[src/rtl/dmem_arbiter_pkg.sv]
// Shared encodings and helpers for the data-RAM arbiter.
// The RAM window covers the low 64 KB of the byte address space.
package dmem_arbiter_pkg;

  typedef enum logic [1:0] {
    ST_IDLE = 2'd0,
    ST_ACC0 = 2'd1,
    ST_ACC1 = 2'd2
  } state_t;

  localparam logic [15:0] RAM_WINDOW_HI = 16'h0000;
  localparam logic        MST0          = 1'b0;
  localparam logic        MST1          = 1'b1;

  function automatic logic in_window(input logic [31:0] addr);
    return addr[31:16] == RAM_WINDOW_HI;
  endfunction

endpackage

[src/rtl/dmem_arbiter_if.sv]
// One master's request/acknowledge bus into the data-RAM arbiter.
interface dmem_arbiter_if;
  logic        req;
  logic        we;
  logic [3:0]  wstrb;
  logic [31:0] addr;
  logic [31:0] wdata;
  logic        ready;
  logic [31:0] rdata;
  logic        err;

  modport master (output req, we, wstrb, addr, wdata, input ready, rdata, err);
  modport slave  (input req, we, wstrb, addr, wdata, output ready, rdata, err);
endinterface

[src/rtl/dmem_arbiter_arb_rr2.sv]
// Combinational two-way picker: masks excluded requesters, then resolves a tie
// either by fixed priority (requester 0) or in favour of the one not served last.
module arb_rr2
  import dmem_arbiter_pkg::*;
(
  input  logic [1:0] req,
  input  logic [1:0] excl,
  input  logic       last,
  input  logic       prio,
  output logic [1:0] gnt
);
  logic [1:0] cand;

  always_comb begin
    cand = req & ~excl;
    gnt  = cand;
    if (cand == 2'b11) begin
      gnt = (prio || (last == MST1)) ? 2'b01 : 2'b10;
    end
  end

endmodule

[src/rtl/dmem_arbiter.sv]
// Two-master arbiter/sequencer onto the single-port data RAM; each access is
// acknowledged in its single ACC cycle with combinational read data.
module dmem_arbiter
  import dmem_arbiter_pkg::*;
#(
  parameter int PRIORITY = 0,
  parameter int AW       = 14
) (
  input  logic          clk,
  input  logic          rst,
  dmem_arbiter_if.slave m0,
  dmem_arbiter_if.slave m1,
  output logic [AW-1:0] ram_addr,
  output logic          ram_we,
  output logic [3:0]    ram_wstrb,
  output logic [31:0]   ram_wdata,
  input  logic [31:0]   ram_rdata,
  output logic          busy
);
  state_t      state;
  state_t      state_nxt;
  logic        last;
  logic [1:0]  excl;
  logic [1:0]  gnt;
  logic        acc;
  logic        sel1;
  logic        in_range;
  logic [31:0] sel_addr;
  logic        unused_addr_lsb;

  // The current owner still holds req on its ack edge, so it is masked out.
  assign excl = {state == ST_ACC1, state == ST_ACC0};

  arb_rr2 u_arb (
    .req  ({m1.req, m0.req}),
    .excl (excl),
    .last (last),
    .prio (PRIORITY != 0),
    .gnt  (gnt)
  );

  always_ff @(posedge clk or negedge rst) begin
    if (!rst) begin
      state <= ST_IDLE;
      last  <= MST1;
    end else begin
      state <= state_nxt;
      if (state == ST_ACC0) begin
        last <= MST0;
      end else if (state == ST_ACC1) begin
        last <= MST1;
      end
    end
  end

  always_comb begin
    state_nxt = ST_IDLE;
    if (gnt[0]) begin
      state_nxt = ST_ACC0;
    end else if (gnt[1]) begin
      state_nxt = ST_ACC1;
    end
  end

  assign acc             = (state == ST_ACC0) || (state == ST_ACC1);
  assign sel1            = (state == ST_ACC1);
  assign sel_addr        = sel1 ? m1.addr : m0.addr;
  assign in_range        = in_window(sel_addr);
  assign unused_addr_lsb = ^sel_addr[1:0];

  // Address/wdata are left on master 0 when idle; strobe, we and acks are gated.
  always_comb begin
    ram_addr  = sel_addr[AW+1:2];
    ram_wdata = sel1 ? m1.wdata : m0.wdata;
    ram_wstrb = 4'b0000;
    ram_we    = 1'b0;
    busy      = acc;
    m0.ready  = 1'b0;
    m0.err    = 1'b0;
    m0.rdata  = 32'h0;
    m1.ready  = 1'b0;
    m1.err    = 1'b0;
    m1.rdata  = 32'h0;
    if (acc) begin
      ram_wstrb = sel1 ? m1.wstrb : m0.wstrb;
      ram_we    = (sel1 ? m1.we : m0.we) & in_range;
    end
    if (state == ST_ACC0) begin
      m0.ready = 1'b1;
      m0.err   = ~in_range;
      if (in_range) m0.rdata = ram_rdata;
    end
    if (state == ST_ACC1) begin
      m1.ready = 1'b1;
      m1.err   = ~in_range;
      if (in_range) m1.rdata = ram_rdata;
    end
  end

endmodule

[src/flat_wrapper.sv]
// flat-port wrapper written by rule: the top's interface ports become plain ports
module dmem_arbiter_flat import dmem_arbiter_pkg::*;
#(
  parameter int PRIORITY = 0,
  parameter int AW       = 14
)
  (clk, rst, ram_addr, ram_we, ram_wstrb, ram_wdata, ram_rdata, busy, m0_req, m0_we, m0_wstrb, m0_addr, m0_wdata, m0_ready, m0_rdata, m0_err, m1_req, m1_we, m1_wstrb, m1_addr, m1_wdata, m1_ready, m1_rdata, m1_err);
  dmem_arbiter_if m0_i ();
  dmem_arbiter_if m1_i ();
  input  logic clk;
  input  logic rst;
  output logic [AW-1:0] ram_addr;
  output logic ram_we;
  output logic [3:0] ram_wstrb;
  output logic [31:0] ram_wdata;
  input  logic [31:0] ram_rdata;
  output logic busy;
  input wire logic [$bits(m0_i.req)-1:0] m0_req;
  input wire logic [$bits(m0_i.we)-1:0] m0_we;
  input wire logic [$bits(m0_i.wstrb)-1:0] m0_wstrb;
  input wire logic [$bits(m0_i.addr)-1:0] m0_addr;
  input wire logic [$bits(m0_i.wdata)-1:0] m0_wdata;
  output wire logic [$bits(m0_i.ready)-1:0] m0_ready;
  output wire logic [$bits(m0_i.rdata)-1:0] m0_rdata;
  output wire logic [$bits(m0_i.err)-1:0] m0_err;
  input wire logic [$bits(m1_i.req)-1:0] m1_req;
  input wire logic [$bits(m1_i.we)-1:0] m1_we;
  input wire logic [$bits(m1_i.wstrb)-1:0] m1_wstrb;
  input wire logic [$bits(m1_i.addr)-1:0] m1_addr;
  input wire logic [$bits(m1_i.wdata)-1:0] m1_wdata;
  output wire logic [$bits(m1_i.ready)-1:0] m1_ready;
  output wire logic [$bits(m1_i.rdata)-1:0] m1_rdata;
  output wire logic [$bits(m1_i.err)-1:0] m1_err;
  assign m0_i.req = m0_req;
  assign m0_i.we = m0_we;
  assign m0_i.wstrb = m0_wstrb;
  assign m0_i.addr = m0_addr;
  assign m0_i.wdata = m0_wdata;
  assign m0_ready = m0_i.ready;
  assign m0_rdata = m0_i.rdata;
  assign m0_err = m0_i.err;
  assign m1_i.req = m1_req;
  assign m1_i.we = m1_we;
  assign m1_i.wstrb = m1_wstrb;
  assign m1_i.addr = m1_addr;
  assign m1_i.wdata = m1_wdata;
  assign m1_ready = m1_i.ready;
  assign m1_rdata = m1_i.rdata;
  assign m1_err = m1_i.err;
  dmem_arbiter #(.PRIORITY(PRIORITY), .AW(AW)) u_core (.clk(clk), .rst(rst), .m0(m0_i), .m1(m1_i), .ram_addr(ram_addr), .ram_we(ram_we), .ram_wstrb(ram_wstrb), .ram_wdata(ram_wdata), .ram_rdata(ram_rdata), .busy(busy));
endmodule
[config.mk]
export PLATFORM = sky130hd
export DESIGN_NAME = dmem_arbiter_flat
export DESIGN_NICKNAME = d
export VERILOG_FILES = /design/src/rtl/dmem_arbiter_pkg.sv /design/src/rtl/dmem_arbiter_if.sv /design/src/rtl/dmem_arbiter_arb_rr2.sv /design/src/rtl/dmem_arbiter.sv /design/src/flat_wrapper.sv
export SDC_FILE = /design/constraint.sdc
export NUM_CORES = 1
export LEC_CHECK = 0
export CORE_AREA = 2 2 113 115
export DETAILED_ROUTE_END_ITERATION = 16
export DIE_AREA = 0 0 115 117
export PLACE_DENSITY_LB_ADDON = 0.3
export SLEW_MARGIN = 25
export SYNTH_ARGS = -nofsm -noshare
export SYNTH_HDL_FRONTEND = slang
export SYNTH_SLANG_ARGS = --single-unit
[constraint.sdc]
create_clock -name clk -period 2.9 [get_ports clk]
set_input_delay 0.435 -clock clk [delete_from_list [all_inputs] [get_ports clk]]
set_output_delay 0.435 -clock clk [all_outputs]
set_load 0.1 [all_outputs]
Yosys cells after proc, flatten, opt, wreduce, memory -nomap -nowiden
Index checks and enable logic that the tools add are counted.
{"block": "totals", "regBits": 3, "input_bits": 174}
{"block": "op_classes", "eq_ne": 3, "mux": 19, "n_bitwise": 4, "n_reduce_logical": 3}
{"cell": "$mux 32", "n": 5}
{"cell": "$logic_not 16->1", "n": 1}
{"cell": "$mux 1", "n": 8}
{"cell": "$mux 2", "n": 4}
{"cell": "$mux 4", "n": 2}
{"cell": "$eq 2x2->1 const B", "n": 2}
{"cell": "$and 2x2->2", "n": 1}
{"cell": "$eq 2x1->1 const B", "n": 1}
{"cell": "$not 2->2", "n": 1}
{"cell": "$reduce_bool 2->1", "n": 1}
{"cell": "$and 1x1->1", "n": 1}
{"cell": "$logic_or 1x1->1", "n": 1}
{"cell": "$not 1->1", "n": 1}

Depth between registers and ports, before layout
{"block": "logic_depth", "depth_word": 7, "mapped_depth": 10, "ltp_nobuf": 6}

Modules after synthesis
Synthesis repeated with hierarchy kept, for this count alone.
{"block": "unflattened", "hier_cells": 244, "hier_area_um2": 1650.3}
{"module": "dmem_arbiter", "n_inst": 1, "cells_each": 239, "area_per_inst_um2": 1620.3, "seq_area_each_um2": 76.3}
{"module": "arb_rr2", "n_inst": 1, "cells_each": 5, "area_per_inst_um2": 30.0, "seq_area_each_um2": 0.0}

Worst setup path after synthesis
Ideal clock, no wire load.
{"block": "synth_path", "kind": "register to output", "startpoint": "reg u_core.state[0]", "endpoint": "out ram_we", "t_arrival_ps": 4671, "required_ps": 2465, "setup_slack_ps": -2206, "path_stages_with_launch": 9, "n_path_buf": 2, "path_cell_list": "dfrtp_1 -> inv_1 -> ha_1 -> buf_2 -> or4b_1 -> nor3_1 -> nand4_1 -> buf_2 -> a211oi_1"}
{"block": "synth_between", "elab_chain_cells": 5}
{"item": "start: declaration", "line": "dmem_arbiter.sv:20", "source": "state_t state;"}
{"item": "start signal: assignment", "line": "dmem_arbiter.sv:47", "source": "state <= state_nxt;"}
{"item": "$eq 2x2->1", "line": "dmem_arbiter.sv:65, dmem_arbiter.sv:66"}
{"item": "$mux 32", "line": "dmem_arbiter.sv:67", "source": "assign sel_addr = sel1 ? m1.addr : m0.addr;"}
{"item": "$logic_not 16->1", "line": "dmem_arbiter_pkg.sv:16", "source": "return addr[31:16] == RAM_WINDOW_HI;"}
{"item": "$and 1x1->1", "line": "dmem_arbiter.sv:86", "source": "ram_we = (sel1 ? m1.we : m0.we) & in_range;"}
{"item": "$mux 1 *", "line": "dmem_arbiter.sv:84", "source": "if (acc) begin"}
{"item": "end: declaration", "line": "flat_wrapper.sv:13", "source": "output logic ram_we;"}
Mark *: on every way between the ends. The rest lies on a longest branch, timed or not.

Worst setup path after layout
{"block": "layout_path", "startpoint": "reg u_core.state[0]", "endpoint": "out m1_rdata[19]"}
{"block": "layout_between", "elab_chain_cells": 5}
{"item": "$eq 2x2->1 *", "line": "dmem_arbiter.sv:66, dmem_arbiter.sv:93"}
{"item": "$mux 32", "line": "dmem_arbiter.sv:67"}
{"item": "$logic_not 16->1", "line": "dmem_arbiter_pkg.sv:16"}
{"item": "$mux 32", "line": "dmem_arbiter.sv:96", "source": "if (in_range) m1.rdata = ram_rdata;"}
{"item": "$mux 32 *", "line": "dmem_arbiter.sv:93", "source": "if (state == ST_ACC1) begin"}
{"item": "end: declaration", "line": "flat_wrapper.sv:32", "source": "output wire logic [$bits(m1_i.rdata)-1:0] m1_rdata;"}
Marks and branches as above.

==> impl_metrics.tcl <==
set metrics [dict create \
    status "finished clean" \
    dpl_cell_area_um2 6700 \
    slew_viol_final 0 \
    ios 294 \
    leakage_nw 2.50 \
    crit_type "reg -> out" \
    fin_cells 693 \
    crit_path_end_kind "output port" \
    first_iter_violations 89 \
    ant_nets 0 \
    antenna_cells 0 \
    cts_buffer_depth 2 \
    grt_pass1_vias 3400 \
    finalHoldViolations 0 \
    maxCapViolations 0 \
    setup_viol 0 \
    wl_per_cell_um 18.0 \
    dp_cells 673 \
    netlist_area_um2 1660 \
    synthCells 242 \
    max_slew_margin 0.573 \
    period_needed_ns 2.87 \
    viasPerCell 4.39 \
    drtPass1Iterations 4 \
    pwr_density_cell_nw_per_um2 406 \
    yosysWarnings 0 \
    cts_tree "done" \
    yosysTopAreaCell "mux2_2" \
    nets 720 \
    fin_util 0.579 \
    synthArstFlopShare 1.00 \
    synth.most_common_cell "nand2_1" \
    crit_required_ns 2.47 \
    synth_top_area_frac 0.313 \
    ys_types 26 \
    syn_area_per_cell_um2 6.84 \
    critical_path.startpoint_type "flop" \
    hp-class "in -> async" \
    grt_max_degree 55 \
    die_w_um 115 \
    hpwl_mm 10.5 \
    gp_congestion 0.861 \
    cts.htree.levels 1 \
    drt-total-wl_mm 12.5 \
    ys_seq_elements 3 \
    io_buffers 289 \
    cts_buffers 3 \
    drive_above_1_share 0.530 \
    vdd_ir_drop_max_uv 442 \
    cts_hold_buf 0 \
    dieArea_um2 13500 \
    drc 0 \
    vias 3039 \
    crit_arrival_ns 2.44 \
    grt_pass1_wl_mm 18.4 \
    syn2layout_area_growth_pct 330 \
    path_clk_slew_ns 0.03 \
    worst_pin_slew_ns 0.640 \
    timing.fmax_ghz 0.348 \
    synth_common_cells "65 x nand2_1, 46 x mux2_2, 35 x a21oi_1" \
    seq_area_frac_synth 0.0461 \
    core_region_area_um2 12300 \
    grt.overflow.total 0 \
    synth_flop_cell "dfrtp_1" \
    period_share 0.990 \
    crit_fanout 8 \
    clkLatencyLatePin_ns 0.22 \
    cts_sinks 3 \
    final_area_um2 7130 \
    setup_tns_ns 0 \
    rows 41 \
    rsz0062_at_grt "true" \
    synth-edff-count 0 \
    yosys-top-cells-area "mux2_2 31%, a21oi_2 16%, nand2_1 15%" \
    synth_nets 418 \
    finClkSkew_ns 0.00108 \
    grt_usage 0.176 \
    start_util 0.134 \
    cts_root_buffer "clkbuf_16" \
    antenna_found_initial 0 \
    total_power_w 0.00289 \
    die-height_um 117 \
]
## timing repair
action | CTS | global route
gates resized for setup | 29 | 18
buffers inserted | 6 | 5
setup endpoints to repair | 67 | 67
cloned | 3 | 2
pin swaps | 29 | 37
hold endpoints to repair | 0 | 0
## area by class of cell
type / instances / area [um^2]
Sequential cell: 3 / 76.3
Inverter: 3 / 11.3
Fill cell: 1061 / 5190
Multi-Input combinational cell: 206 / 2120
Tap cell: 150 / 188
Clock buffer: 4 / 78.8
Timing Repair Buffer: 327 / 4650
## stage by stage
stage | setup WS [ns] | hold slack, ns
global placement | -0.331 | 0.475
detailed placement | -0.316 | 0.513
CTS | -0.0431 | 0.403
global route | -0.0906 | 0.416
finish | 0.0292 | 0.402
floorplan | -0.264 | 0.139
## report_power, final
part	total [W]	leakage, nW	switching [W]	internal [W]
combinational	0.00260	2.43	0.00163	0.000976
clock	0.000219	0.0382	0.0000378	0.000181
sequential	0.0000723	0.0357	0.0000109	0.0000615
total	0.00289	2.50	0.00167	0.00122
## registers in the layout (all words and copies together) (netlist names)
| register | cells |
|---|---|
| u_core.state | 2 |
| u_core.last | 1 |
## worst paths after layout
check	slack, ns	cells past startpoint	endpoint	from
worst max register to register	1.31	6	u_core.state[0]	u_core.state[0]
worst min-delay path	0.40	1	u_core.state[1]	rst
max in group asynchronous	2.27	1	u_core.last	rst
min in group clk	0.51	2	u_core.last	u_core.last
worst max-delay path	0.03	10	m1_rdata[19]	u_core.state[0]
worst min register to register	0.51	2	u_core.last	u_core.last
## cells by family (layout without fill, tap and decap cells)
kind of cell / count (synthesis) / count (layout) / synth area share
AO/OA/AOI/OAI: 68 / 68 / 0.277
adder cells (fa/ha/maj): 2 / 2 / 0.0151
buffers and inverters: 33 / 334 / 0.0983
flip-flops: 3 / 3 / 0.0461
multiplexers: 51 / 51 / 0.343
AND/OR/NAND/NOR: 85 / 85 / 0.221
## per-layer routing
layer	track usage	vias to the layer above	share of wire
met5	0	-	0
met4	0.0265	0	0.012
met3	0.0474	16	0.074
met2	0.339	154	0.54
met1	0.199	1415	0.37
li1	-	1454	-
## critical path, stage by stage, from the launching register on
cell     delay (ns)
dfrtp_1        0.37
inv_2          0.07
ha_4           0.13
or4b_4         0.47
nor3_4         0.20
nand4_1        0.13
buf_6          0.17
buf_12         0.15
buf_12         0.15
a21oi_4        0.17
buf_12         0.19
## cell usage in the layout (no fill, tap or decap), types with 3 or more instances in the layout
cell,count
a21oi_4,63
buf_12,128
buf_16,5
buf_4,11
buf_6,10
clkbuf_16,5
clkdlybuf4s50_1,155
dlygate4sd2_1,8
dlymetal6s2s_1,3
mux2_2,46
mux2i_1,5
nand2_1,65
nor2_4,4
Note: power is estimated with default switching activity, not from simulation.
